**config.mk**
```make
export PLATFORM = sky130hd
export DESIGN_NAME = fetch_ctrl
export DESIGN_NICKNAME = d
export VERILOG_FILES = /design/src/rtl/fetch_ctrl.sv
export SDC_FILE = /design/constraint.sdc
export NUM_CORES = 1
export LEC_CHECK = 0
export ABC_AREA = 1
export CORE_ASPECT_RATIO = 0.75
export CORE_MARGIN = 2
export CORE_UTILIZATION = 42
export DETAILED_ROUTE_END_ITERATION = 12
export SLEW_MARGIN = 20
export SYNTH_ARGS = -nofsm -noshare
export SYNTH_HDL_FRONTEND = slang
export SYNTH_SLANG_ARGS = --single-unit
```
**constraint.sdc**
```tcl
create_clock -name CLK -period 2.5 [get_ports CLK]
set_input_delay 0.5 -clock CLK [delete_from_list [all_inputs] [get_ports CLK]]
set_output_delay 0.5 -clock CLK [all_outputs]
set_load 0.02 [all_outputs]
```
**src/rtl/fetch_ctrl.sv**
```systemverilog
// PC / run-control stage ahead of the instruction ROM: IDLE/RUN/HALTED sequencing,
// branch resolution through a jump-target LUT, saturating counters. Optional: BRANCH_STATS_EN.
module fetch_ctrl #(
   parameter  int PC_W      = 10,
   parameter  int LUT_DEPTH = 32,
   parameter  int CNT_W     = 16,
   localparam int IDX_W     = $clog2(LUT_DEPTH)
) (
   input  logic             CLK,
   input  logic             reset_n,
   input  logic             start,
   input  logic             stall,
   input  logic             halt_req,
   input  logic             branch_en,
   input  logic             branch_abs,
   input  logic [IDX_W-1:0] branch_idx,
   input  logic [7:0]       branch_off,
   input  logic             lut_we,
   input  logic [IDX_W-1:0] lut_addr,
   input  logic [PC_W-1:0]  lut_wdata,
   output logic [PC_W-1:0]  PC,
   output logic             fetch_valid,
   output logic             halt,
`ifdef BRANCH_STATS_EN
   output logic [CNT_W-1:0] taken_branch_count,
`endif
   output logic [CNT_W-1:0] cycle_count,
   output logic [CNT_W-1:0] instr_count
);

   // state  | meaning
   // IDLE   | held by start=1; PC and counters cleared every cycle
   // RUN    | fetching; PC advances, counters count
   // HALTED | halt decoded; PC and counters frozen for readout
   typedef enum logic [1:0] {IDLE = 2'd0, RUN = 2'd1, HALTED = 2'd2} state_t;

   localparam logic [CNT_W-1:0] CNT_MAX = {CNT_W{1'b1}};

   state_t            state_q, state_d;
   logic [PC_W-1:0]   pc_q, pc_d;
   logic              halt_q, halt_d;
   logic [CNT_W-1:0]  cyc_q, cyc_d;
   logic [CNT_W-1:0]  ins_q, ins_d;
   logic [CNT_W-1:0]  tbc_q, tbc_d;
   logic [PC_W-1:0]   lut_q [LUT_DEPTH];
   logic [PC_W-1:0]   off_ext;

   assign off_ext = {{(PC_W-8){branch_off[7]}}, branch_off};

   always_comb begin
      state_d = state_q;
      pc_d    = pc_q;
      halt_d  = halt_q;
      cyc_d   = cyc_q;
      ins_d   = ins_q;
      tbc_d   = tbc_q;
      case (state_q)
         IDLE: begin
            pc_d   = '0;
            halt_d = 1'b0;
            cyc_d  = '0;
            ins_d  = '0;
            tbc_d  = '0;
            if (!start) state_d = RUN;
         end
         RUN: begin
            if (start) begin
               state_d = IDLE;
               pc_d    = '0;
               cyc_d   = '0;
               ins_d   = '0;
               tbc_d   = '0;
            end else begin
               cyc_d = (cyc_q == CNT_MAX) ? cyc_q : cyc_q + CNT_W'(1);
               if (!stall) begin
                  ins_d = (ins_q == CNT_MAX) ? ins_q : ins_q + CNT_W'(1);
                  if (halt_req) begin
                     state_d = HALTED;
                     halt_d  = 1'b1;
                  end else if (branch_en) begin
                     tbc_d = (tbc_q == CNT_MAX) ? tbc_q : tbc_q + CNT_W'(1);
                     pc_d  = branch_abs ? lut_q[branch_idx] : pc_q + off_ext;
                  end else begin
                     pc_d = pc_q + PC_W'(1);
                  end
               end
            end
         end
         HALTED: begin
            if (start) begin
               state_d = IDLE;
               halt_d  = 1'b0;
               pc_d    = '0;
               cyc_d   = '0;
               ins_d   = '0;
               tbc_d   = '0;
            end
         end
         default: state_d = IDLE;
      endcase
   end

   always_ff @(posedge CLK or negedge reset_n) begin
      if (!reset_n) begin
         state_q <= IDLE;
         pc_q    <= '0;
         halt_q  <= 1'b0;
         cyc_q   <= '0;
         ins_q   <= '0;
         tbc_q   <= '0;
      end else begin
         state_q <= state_d;
         pc_q    <= pc_d;
         halt_q  <= halt_d;
         cyc_q   <= cyc_d;
         ins_q   <= ins_d;
         tbc_q   <= tbc_d;
      end
   end

   // Branch reads above see the pre-edge entry, so a same-edge write is read-before-write.
   always_ff @(posedge CLK or negedge reset_n) begin
      if (!reset_n) begin
         for (int i = 0; i < LUT_DEPTH; i++) lut_q[i] <= '0;
      end else if (lut_we) begin
         lut_q[lut_addr] <= lut_wdata;
      end
   end

   assign PC          = pc_q;
   assign halt        = halt_q;
   assign cycle_count = cyc_q;
   assign instr_count = ins_q;
   assign fetch_valid = (state_q == RUN) && !stall;
`ifdef BRANCH_STATS_EN
   assign taken_branch_count = tbc_q;
`else
   logic unused_tbc;
   assign unused_tbc = ^tbc_q;
`endif

endmodule

```
# Word level (Yosys, flattened, before mapping)
# Index checks and enable logic that the tools add are counted.
[totals]
register_bits = 365
elab_cells = 102
[classes]
add_sub_neg = 4
magnitude_cmp = 3
n_eq_ne = 14
mux = 32
n_bitwise = 2
n_reduce_logical = 10
[ops]
columns = ["cell", "n"]
rows = [
  ["$bwmux 320", 1],
  ["$mux 16", 6],
  ["$pmux 16 s3", 2],
  ["$mux 10", 9],
  ["$bmux 10 s5", 1],
  ["$demux 10 s5", 1],
  ["$add 16x1->16 const B", 2],
  ["$eq 16x16->1 const B", 2],
  ["$pmux 10 s3", 1],
  ["$ne 3x3->1 const B", 5],
  ["$ge 6x6->1 const B", 2],
  ["$not 5->6", 2],
  ["$reduce_and 4->1", 3],
  ["$add 10x1->10 const B", 1],
  ["$add 10x10->10", 1],
  ["$mux 2", 5],
  ["$ne 2x2->1 const B", 5],
  ["$lt 6x1->1 const B", 1],
  ["$pmux 2 s3", 1],
  ["$reduce_and 5->1", 1],
  ["$mux 1", 4],
  ["$pmux 1 s3", 1],
  ["$reduce_and 3->1", 1],
  ["$reduce_bool 3->1", 1],
  ["other kinds (5)", 6],
]

# Logic depth before layout (Yosys ltp)
# Gate-level depths: netlist (run 1).
[logic_depth]
ltp_word = 10
mapped_depth = 14

# Least setup slack after synthesis (run 1)
# Ideal clock, no wire load.
[synth_timing]
kind = "register to register"
from = "reg cyc_q[1] (netlist: cycle_count[1])"
to = "reg cyc_q[13] (netlist: cycle_count[13])"
setup_ns = 0.117
t_arrival_ns = 1.856
required_ns = 2.383
path_slack_ns = 0.528
stages_incl_launch_ff = 13
period_less_slack_ns = 1.972
cell_sequence = "dfrtp_1 ha_1 nand2_1 inv_1 nand2_1 nor2_2 nand3_1 or2_1 nor2_1 nor2_2 buf_4 nand2_1 nand2_1"
[synth_via]
elab_chain_cells = 4
[synth_rtl]
columns = ["item", "line", "text"]
rows = [
  ["start, declared", "42", "logic [CNT_W-1:0] cyc_q, cyc_d;"],
  ["start signal, assigned", "115", "cyc_q <= cyc_d;"],
  ["$add 16x1->16", "74", "cyc_d = (cyc_q == CNT_MAX) ? cyc_q : cyc_q + CNT_W'(1);"],
  ["$mux 16", "74", ""],
  ["$mux 16", "67", "if (start) begin"],
  ["$pmux 16 s3", "57", "case (state_q)"],
]
# Several ways; a longest one is shown, not always the timed one. The select of a mux whose other input is x is not followed.
# A chain may end at the register's enable or synchronous reset.

# Worst setup path after layout (run 1)
[layout_timing]
from = "reg state_q[0]"
to = "out fetch_valid"
[layout_via]
elab_chain_cells = 2
[layout_rtl]
columns = ["item", "line", "text"]
rows = [
  ["start, declared", "39", "state_t state_q, state_d;"],
  ["start signal, assigned", "112", "state_q <= state_d;"],
  ["$eq 2x1->1", "134", "assign fetch_valid = (state_q == RUN) && !stall;"],
  ["$logic_and 1x1->1", "134", ""],
  ["end, declared", "22", "output logic fetch_valid,"],
]
# Every way passes these cells.

==> summary.md, run 1 <==
| Metric | Value |
|---|---|
| Outcome | completed |
| Synth Net Count | 2417 |
| Max transition margin | 60.3% |
| Total power | 16100 uW |
| Synthesis-to-layout area growth | 17.7% |
| I/O Pins | 80 |
| DR vias/cell | 5.33 |
| Fin crit share | 89.6% |
| Initial Utilization | 42.6% |
| Worst R2R Setup Slack | 280 ps |
| Synthesis Warnings | 0 |
| WL/cell | 17.6 um |
| Power density cells | 761 nW/um2 |
| Layout cells sized above 1 | 7.80% |
| Die width | 243 um |
| Diodes inserted | 0 |
| Post-route ant nets | 0 |
| Leading cell type by number of instances after synthesis | nand2_1 |
| GRT Overall Usage | 24.3% |
| Unrepaired setup endpoints after global routing | false |
| Post-synthesis register bit count | 365 |
| Synth top area cells | dfrtp_1 51%, nand2_1 17%, nand3_1 8.9% |
| Clock root cell | clkbuf_16 |
| Synth async-reset ratio | 100% |
| Num CTS Buffers | 40 |
| Post-Place Cells | 2948 |
| Post-synth top cells | 817 x nand2_1, 365 x dfrtp_1, 319 x nand3_1 |
| Via count | 16101 |
| Critical path class | flip-flop to output pin |
| Count of cell types in the netlist | 36 |
| DRC errors left | 0 |
| Leading area contributor after synthesis | dfrtp_1 |
| Setup ws final | 260 ps |
| Post-DP HPWL | 33800 um |
| Pre-CTS setup slack | 28.9 ps |
| CTS tree | yes |
| Min-delay worst type | primary input to async pin |
| Vias in the first global route | 15372 |
| Worst vdd ir | 625 uV |
| Mapped Avg Cell Area | 7.58 um2 |
| Min cycle time layout | 2240 ps |
| Area of the multi-input gates | 7660 um2 |
| Die Area | 44500 um2 |
| Setup repair bufs after CTS | 0 |
| Slew @ Worst Pin | 593 ps |
| Post-synth EDFFs | 0 |
| Setup Viol. Count Final | 0 |
| H-tree depth | 2 |
| Register area | 9130 um2 |
| Largest net degree at the start of global routing | 74 |
| Layout Utilization | 50.2% |
| Die Ht | 183 um |
| Post-synthesis cell area | 18000 um2 |
| GRT overflow | 0 |
| Clock skew | 26.7 ps |
| # port buffers | 79 |
| Fill cell total of the finished layout | 4151 |
| Latest clock arrival within the worst-skew pair | 550 ps |
| Core Box Area | 42100 um2 |
| Post-synthesis instance total | 2368 |
| Leak | 0.00984 uW |
| Critical Path RT | 2000 ps |
| CTS clk-pin slew, worst paths | 60 ps |
| Top-area cell type share of the netlist area | 50.9% |
| Synth Flop Type | dfrtp_1 |
| Max Root-Sink Buffers | 3 |
| Nature of the critical path startpoint | flip-flop |
| Final Max Tran Viols | 0 |
| Final hold vios | 0 |
| MaxCap Viol Count | 0 |
| First-pass GRT wire length | 86200 um |
| Initial antenna violation count | 0 |
| Fmax | 446 MHz |
| Pre-Repair DR Iteration Count | 5 |
| Clock tree sinks | 365 |
| CP arrival | 1740 ps |
| Nets | 2471 |
| Initial drt markers | 1463 |
| Worst Path Max Fanout | 10 |
| FP Rows | 65 |
| TNS Setup | 0 ps |
| Non-Filler Instances | 3019 |
| Final wirelength | 53200 um |
| CP endpoint kind | output pin |
| Sequential area share after synthesis | 50.9% |
| GPL Wtd Cong | 0.878 |
## where the power goes
part / leakage, uW / total, uW / switching [uW] / internal [uW]
logic: 0.00446 / 2550 / 1550 / 1000
registers: 0.00472 / 7470 / 544 / 6930
clock network: 0.000663 / 6070 / 2460 / 3610
total: 0.00984 / 16100 / 4560 / 11500
## state kept, by name (all words and copies together), names as in the netlist
signal and count:
PC 10, cycle_count 16, halt 1, instr_count 16, lut_q 320, state_q 2
## final cells by class
type                       instances  share of cell area, %
clock inverter                     9                  0.544
inverter                         142                   2.53
multi-input combinational       1696                   36.2
sequential                       365                   43.2
tap                              569                   3.37
clock buffer                      61                   5.83
timing repair buffer             177                   8.32
## worst paths after layout
| path | from | to | cells after the start |
|---|---|---|---|
| worst min-delay path | reset_n | lut_q[126] | 2 |
| worst max-delay path | state_q[0] | fetch_valid | 5 |
| worst max register to register | cycle_count[1] | cycle_count[4] | 10 |
| min in group CLK | lut_q[138] | lut_q[138] | 2 |
| worst min register to register | lut_q[138] | lut_q[138] | 2 |
| max in group asynchronous | reset_n | lut_q[257] | 4 |
## worst max-delay path, stage by stage (launching register included)
cell and delay [ps]:
dfrtp_1 420, inv_1 130, nor2_4 50, inv_2 210
nor2_1 60, dlygate4sd2_1 330
## routing by layer
| layer | vias to the layer above | global-route usage, % | routed length (um) |
|---|---|---|---|
| met3 | 74 | 4.07 | 3130 |
| met2 | 455 | 36.3 | 22800 |
| met5 | - | 0 | 0 |
| met4 | 0 | 5.69 | 1140 |
| met1 | 7790 | 36.9 | 26100 |
| li1 | 7782 | - | - |
## logic make-up (layout without fill, tap and decap cells)
group / count (synthesis) / after routing / share of synthesized area [%]
AND/OR/NAND/NOR: 1275 / 1275 / 29.6
XOR/XNOR: 17 / 17 / 0.829
flip-flops: 365 / 365 / 50.9
adder cells (fa/ha/maj): 13 / 13 / 0.947
buffers and inverters: 307 / 389 / 6.55
AO/OA/AOI/OAI: 391 / 391 / 11.2
## timing repair
action	4_1_cts	5_1_grt
hold buffers	1	0
endpoints found under the hold margin	43	0
endpoints found under the setup margin	1	0
gates resized for setup	1	0
## cell usage in the layout, fill, tap and decap left out, types with 4 or more instances in the layout
| cell type | instances |
|---|---|
| nand3_1 | 319 |
| xor2_1 | 15 |
| o21ai_0 | 303 |
| a21oi_1 | 69 |
| inv_2 | 6 |
| nor3_1 | 28 |
| nand2_1 | 817 |
| nand4_1 | 13 |
| clkbuf_8 | 11 |
| buf_4 | 80 |
| clkbuf_16 | 42 |
| nor2_1 | 84 |
| clkinv_2 | 4 |
| buf_12 | 19 |
| inv_1 | 133 |
| o21ai_2 | 10 |
| clkbuf_1 | 8 |
| clkdlybuf4s50_1 | 74 |
| ha_1 | 12 |
| dfrtp_1 | 365 |
## stage by stage
| stage | instance area, um2 | hold WS, ps |
|---|---|---|
| after floorplan | 18000 | 204 |
| after detailed placement | 19800 | 458 |
| after global placement | 19800 | 457 |
| after global routing | 21100 | 502 |
| after CTS | 21100 | 480 |
| final | 21100 | 481 |
Power figures use the tool's default switching activity.
==> inputs of run 2 (changes only) <==
--- a/config.mk
+++ b/config.mk
@@ -10,6 +10,7 @@
 export CORE_MARGIN = 2
 export CORE_UTILIZATION = 42
 export DETAILED_ROUTE_END_ITERATION = 12
+export GPL_ROUTABILITY_DRIVEN = 0
 export SLEW_MARGIN = 20
 export SYNTH_ARGS = -nofsm -noshare
 export SYNTH_HDL_FRONTEND = slang
==> summary.md, run 2 (synthesized netlist as in run 1, its figures left out) <==
| Metric | Value |
|---|---|
| FP Rows | 65 (unchanged) |
| Cell Area, Placed | 19800 um2 (about the same) |
| Max Root-Sink Buffers | 3 (unchanged) |
| Setup repair bufs after CTS | 0 (unchanged) |
| Initial antenna violation count | 0 (unchanged) |
| Non-Filler Instances | 3022 (+0.099%) |
| Final wirelength | 52600 um (-1.3%) |
| H-tree depth | 2 (unchanged) |
| Crit path buf inv count | 1 (-2) |
| Commonest non-fill, non-tap cell in the layout | nand2_1 |
| CP arrival | 2700 ps (+960 ps) |
| Largest net degree at the start of global routing | 94 (+27%) |
| Pre-CTS setup slack | 73.7 ps (+44.8 ps) |
| Clock skew | 13.4 ps (-13.3 ps) |
| Die Area | 44500 um2 (unchanged) |
| DRC errors left | 0 (unchanged) |
| DR vias/cell | 5.28 (-0.94%) |
| CTS tree | yes |
| CP peak stage delay | 390 ps (-30 ps) |
| Synthesis-to-layout area growth | 17.3% |
| Final hold slack | 425 ps (-56.1 ps) |
| Unrepaired setup endpoints after global routing | false |
| Setup Viol. Count Final | 0 (unchanged) |
| Register area | 9130 um2 (unchanged) |
| Final hold vios | 0 (unchanged) |
| Vias in the first global route | 15024 (-2.3%) |
| First-pass GRT wire length | 84800 um (-1.6%) |
| Critical Path RT | 2960 ps (+960 ps) |
| CP endpoint kind | flip-flop |
| Worst R2R Setup Slack | 260 ps (-20 ps) |
| WL/cell | 17.4 um (-1.4%) |
| Crit-path cells | ha_1 -> nand2_1 -> inv_1 -> nand2_1 -> nor2_2 -> nand3_1 -> or2_1 -> o21ai_2 -> o21ai_0 -> a21oi_1 |
| Initial Utilization | 42.6% (unchanged) |
| GRT overflow | 0 (unchanged) |
| Post-route ant nets | 0 (unchanged) |
| Core Box Area | 42100 um2 (unchanged) |
| Crit-path leading delay family | simple AND/OR/NAND/NOR gates |
| Fill cell total of the finished layout | 4163 (+0.29%) |
| Clock root cell | clkbuf_16 |
| Die width | 243 um (unchanged) |
| Crit path max-delay cell type | dfrtp_1 |
| Die Ht | 183 um (unchanged) |
| Outcome | completed |
| Worst vdd ir | 630 uV (+0.72%) |
| Max transition margin | 56.7% (-3.7 points) |
| Final Max Tran Viols | 0 (unchanged) |
| TNS Setup | 0 ps (unchanged) |
| Min-delay worst type | primary input to async pin |
| CP dominant cell by count | nand2_1 |
| I/O Pins | 80 (unchanged) |
| Setup ws final | 258 ps (-1.80 ps) |
| GRT Overall Usage | 24.0% (-0.33 points) |
| Nets | 2473 (+0.081%) |
| Register with the most flip-flops | lut_q |
| Nature of the critical path startpoint | flip-flop |
| Num CTS Buffers | 39 (-2.5%) |
| Pre-Repair DR Iteration Count | 6 (+1) |
| Fin crit share | 89.7% (about the same) |
| Most frequent cells in the layout | 817 x nand2_1, 365 x dfrtp_1, 319 x nand3_1 |
| Final instance area | 21100 um2 (-0.36%) |
| Leak | 0.00982 uW (-0.23%) |
| MaxCap Viol Count | 0 (unchanged) |
| Layout cells sized above 1 | 7.87% (+0.072 points) |
| Initial drt markers | 1399 (-4.4%) |
| Diodes inserted | 0 (unchanged) |
| Clock tree sinks | 365 (unchanged) |
| Worst Path Max Fanout | 8 (-2) |
| Fmax | 446 MHz (about the same) |
| Via count | 15966 (-0.84%) |
| Critical path class | flip-flop to flip-flop |
| Power density cells | 754 nW/um2 (-0.88%) |
| Latest clock arrival within the worst-skew pair | 550 ps (about the same) |
| Area of the multi-input gates | 7660 um2 (unchanged) |
| Max reg flops | 320 (unchanged) |
| Min cycle time layout | 2240 ps (+1.80 ps) |
| # port buffers | 79 (unchanged) |
| Slew @ Worst Pin | 648 ps (+54.7 ps) |
| CTS clk-pin slew, worst paths | 60 ps (about the same) |
| Post-Place Cells | 2951 (+0.10%) |
| Post-DP HPWL | 33500 um (-0.82%) |
[run 2: cell count changes in the layout (fill, tap and decap cells not counted), sizes merged]
| cell | before | now |
|---|---|---|
| clkbuf | 61 | 58 |
| buf | 101 | 104 |
| clkinv | 7 | 10 |
[run 2: what timing repair did]
action                                 CTS  global route
endpoints found under the hold margin   25             0
hold buffers                             1             0
gates resized for setup                  1             0
setup endpoints to repair                1             0
[run 2: per-stage QoR]
| step | total power, uW | utilization, % |
|---|---|---|
| detailed placement | 10100 | 46.9 |
| global placement | 10000 | 46.9 |
| finish | 15900 | 50.0 |
| global route | 16800 | 50.0 |
| floorplan | 9150 | - |
| CTS | 16000 | 50.0 |
[run 2: routing by layer]
metal,wire [um],up-vias,track usage [%]
li1,-,7794,-
met1,25500,7656,36.3
met2,22900,457,36.5
met3,3400,59,3.92
met4,696,0,4.42
met5,0,-,0
[run 2: area by class of cell]
type                            instances  share of cell area [%]
Sequential cell                       365                    43.3
Multi-Input combinational cell       1696                    36.3
Timing Repair Buffer                  180                    8.28
Clock buffer                           58                    5.55
Tap cell                              569                    3.38
Inverter                              142                    2.54
Clock inverter                         12                   0.552
[run 2: path summary, 6_finish.rpt]
kind	end	cells after the start	start
setup reg to reg	cycle_count[4]	10	cycle_count[1]
setup / recovery	cycle_count[4]	10	cycle_count[1]
min in group CLK	lut_q[9]	2	lut_q[9]
hold / removal	lut_q[85]	2	reset_n
max in group asynchronous	lut_q[231]	3	reset_n
hold reg to reg	lut_q[9]	2	lut_q[9]
[run 2: where the power goes]
part	internal [uW]	switching, uW
Clock	3450	2440
Combinational	999	1540
Sequential	6930	541
Total	11400	4520
==> inputs of run 3 (changes only) <==
--- a/config.mk
+++ b/config.mk
@@ -9,8 +9,10 @@
 export CORE_ASPECT_RATIO = 0.75
 export CORE_MARGIN = 2
 export CORE_UTILIZATION = 42
+export CTS_BUF_LIST = sky130_fd_sc_hd__clkbuf_4 sky130_fd_sc_hd__clkbuf_8 sky130_fd_sc_hd__clkbuf_16
 export DETAILED_ROUTE_END_ITERATION = 12
 export GPL_ROUTABILITY_DRIVEN = 0
+export HOLD_SLACK_MARGIN = 0.02
 export SLEW_MARGIN = 20
 export SYNTH_ARGS = -nofsm -noshare
 export SYNTH_HDL_FRONTEND = slang
==> summary.md, run 3 (synthesized netlist as in run 1, its figures left out) <==
| Metric | Value |
|---|---|
| Total power | 16000 uW (+0.66%) |
| Setup repair bufs after CTS | 0 (unchanged) |
| Max Root-Sink Buffers | 3 (unchanged) |
| Num CTS Buffers | 39 (unchanged) |
| Comb power frac | 15.9% (about the same) |
| Final instance area | 21100 um2 (+0.16%) |
| Final Max Tran Viols | 0 (unchanged) |
| Fin crit share | 89.3% (-0.39 points) |
| Unrepaired setup endpoints after global routing | false |
| Post-DP HPWL | 33500 um (unchanged) |
| Max transition margin | 57.1% (+0.39 points) |
| Critical path class | flip-flop to flip-flop |
| Initial antenna violation count | 0 (unchanged) |
| Initial drt markers | 1399 (unchanged) |
| Clock skew | 15.2 ps (+1.72 ps) |
| Core Box Area | 42100 um2 (unchanged) |
| Non-Filler Instances | 3022 (unchanged) |
| Clock root cell | clkbuf_16 |
| I/O Pins | 80 (unchanged) |
| DRC errors left | 0 (unchanged) |
| Commonest non-fill, non-tap cell in the layout | nand2_1 |
| Cell Area, Placed | 19800 um2 (unchanged) |
| Post-Place Cells | 2951 (unchanged) |
| H-tree depth | 2 (unchanged) |
| Crit-path leading delay family | simple AND/OR/NAND/NOR gates |
| Fill cell total of the finished layout | 4151 (-0.29%) |
| Largest net degree at the start of global routing | 94 (unchanged) |
| CP dominant cell by count | nand2_1 |
| WL/cell | 17.4 um (about the same) |
| CP peak stage delay | 390 ps (about the same) |
| # port buffers | 79 (unchanged) |
| MaxCap Viol Count | 0 (unchanged) |
| Fmax | 448 MHz (+0.44%) |
| Final wirelength | 52600 um (about the same) |
| Synthesis-to-layout area growth | 17.5% |
| Die Ht | 183 um (unchanged) |
| Initial Utilization | 42.6% (unchanged) |
| Register with the most flip-flops | lut_q |
| DR vias/cell | 5.29 (about the same) |
| CP endpoint kind | flip-flop |
| CTS tree | yes |
| Switching share of total power | 28.3% (-0.14 points) |
| First-pass GRT wire length | 84900 um (about the same) |
| Layout cells sized above 1 | 8.23% (+0.37 points) |
| Clk network pwr share | 37.4% (+0.4 points) |
| CTS clk-pin slew, worst paths | 60 ps (about the same) |
| Leak | 0.00985 uW (+0.31%) |
| TNS Setup | 0 ps (unchanged) |
| Power density cells | 758 nW/um2 (+0.50%) |
| Clock tree sinks | 365 (unchanged) |
| Layout Utilization | 50.1% (+0.080 points) |
| Min cycle time layout | 2230 ps (-9.79 ps) |
| Nature of the critical path startpoint | flip-flop |
| Min-delay worst type | primary input to async pin |
| Slew @ Worst Pin | 642 ps (-5.79 ps) |
| GRT Overall Usage | 24.0% (about the same) |
| Crit path buf inv count | 1 (unchanged) |
| Internal power | 11500 uW (+0.86%) |
| Die Area | 44500 um2 (unchanged) |
| Pre-Repair DR Iteration Count | 5 (-1) |
| Setup Viol. Count Final | 0 (unchanged) |
| Nets | 2473 (unchanged) |
| FP Rows | 65 (unchanged) |
| Diodes inserted | 0 (unchanged) |
| Area of the multi-input gates | 7660 um2 (unchanged) |
| Vias in the first global route | 15048 (+0.16%) |
| Latest clock arrival within the worst-skew pair | 550 ps (about the same) |
| R2R cell count | 10 (unchanged) |
| Worst vdd ir | 630 uV (about the same) |
| Sw power | 4530 uW (+0.18%) |
| GRT overflow | 0 (unchanged) |
| Outcome | completed |
| Register area | 9130 um2 (unchanged) |
| Via count | 15976 (+0.063%) |
| Crit path max-delay cell type | dfrtp_1 |
| CP Depth | 10 (unchanged) |
| Final hold vios | 0 (unchanged) |
| Max reg flops | 320 (unchanged) |
| Die width | 243 um (unchanged) |
| Crit-path cells | ha_1 -> nand2_1 -> inv_1 -> nand2_1 -> nor2_2 -> nand3_1 -> or2_1 -> o21ai_2 -> o21ai_0 -> a21oi_1 |
| Critical Path RT | 2960 ps (about the same) |
| Most frequent cells in the layout | 817 x nand2_1, 365 x dfrtp_1, 319 x nand3_1 |
| Post-route ant nets | 0 (unchanged) |
| CP arrival | 2690 ps (about the same) |
| Sequential Power Share | 46.7% (-0.3 points) |
| Worst Path Max Fanout | 8 (unchanged) |
==> run 3: cell counts in the layout (fill, tap and decap cells not counted) <==
No cell type changed its count.
==> run 3: worst paths after layout <==
path                                     start        endpoint  slack (ps)
worst max-delay path            cycle_count[1]  cycle_count[4]         270
worst min-delay path                   reset_n       lut_q[85]         420
worst max register to register  cycle_count[1]  cycle_count[4]         270
worst min register to register       lut_q[68]       lut_q[68]         480
max in group asynchronous              reset_n      lut_q[231]        1240
min in group CLK                     lut_q[68]       lut_q[68]         480
==> run 3: cell type report <==
type | instances | share of cell area [%]
Sequential cell | 365 | 43.3
Clock inverter | 12 | 0.551
Timing Repair Buffer | 180 | 8.27
Multi-Input combinational cell | 1696 | 36.3
Inverter | 142 | 2.54
Clock buffer | 58 | 5.70
Tap cell | 569 | 3.37
==> run 3: layer usage <==
| layer | up-vias | share of wire (%) | GRT usage (%) |
|---|---|---|---|
| met1 | 7670 | 48 | 36.3 |
| met4 | 0 | 1.3 | 4.42 |
| met3 | 53 | 6.7 | 3.92 |
| met2 | 459 | 44 | 36.5 |
| met5 | - | 0 | 0 |
| li1 | 7794 | - | - |
==> run 3: what timing repair did <==
item | 4_1_cts | 5_1_grt
gates resized for setup | 1 | 0
hold buffers | 1 | 0
endpoints found under the setup margin | 1 | 0
endpoints found under the hold margin | 25 | 0
==> run 3: power groups by stage <==
stage	logic (uW)	clock network [uW]	registers, uW
2_1_floorplan	1690	0	7450
3_3_place_gp	2470	0	7520
3_5_place_dp	2550	0	7560
4_1_cts	2560	6100	7460
5_1_grt	2950	6370	7590
6_report	2540	5990	7470
==> run 3: worst register-to-register path: cells and delay by family (launching register included) <==
| family | cells | cell delay [ps] |
|---|---|---|
| flops | 1 | 390 |
| buf+inv | 1 | 120 |
| compound gates | 3 | 590 |
| simple gates | 5 | 810 |
| fa+ha+maj | 1 | 250 |
==> run 3: through the flow <==
stage	worst slack, ps	hold WS [ps]
after floorplan	528	204
final	268	422
after detailed placement	73.7	396
after CTS	268	415
after global placement	104	396
after global routing	53.2	437
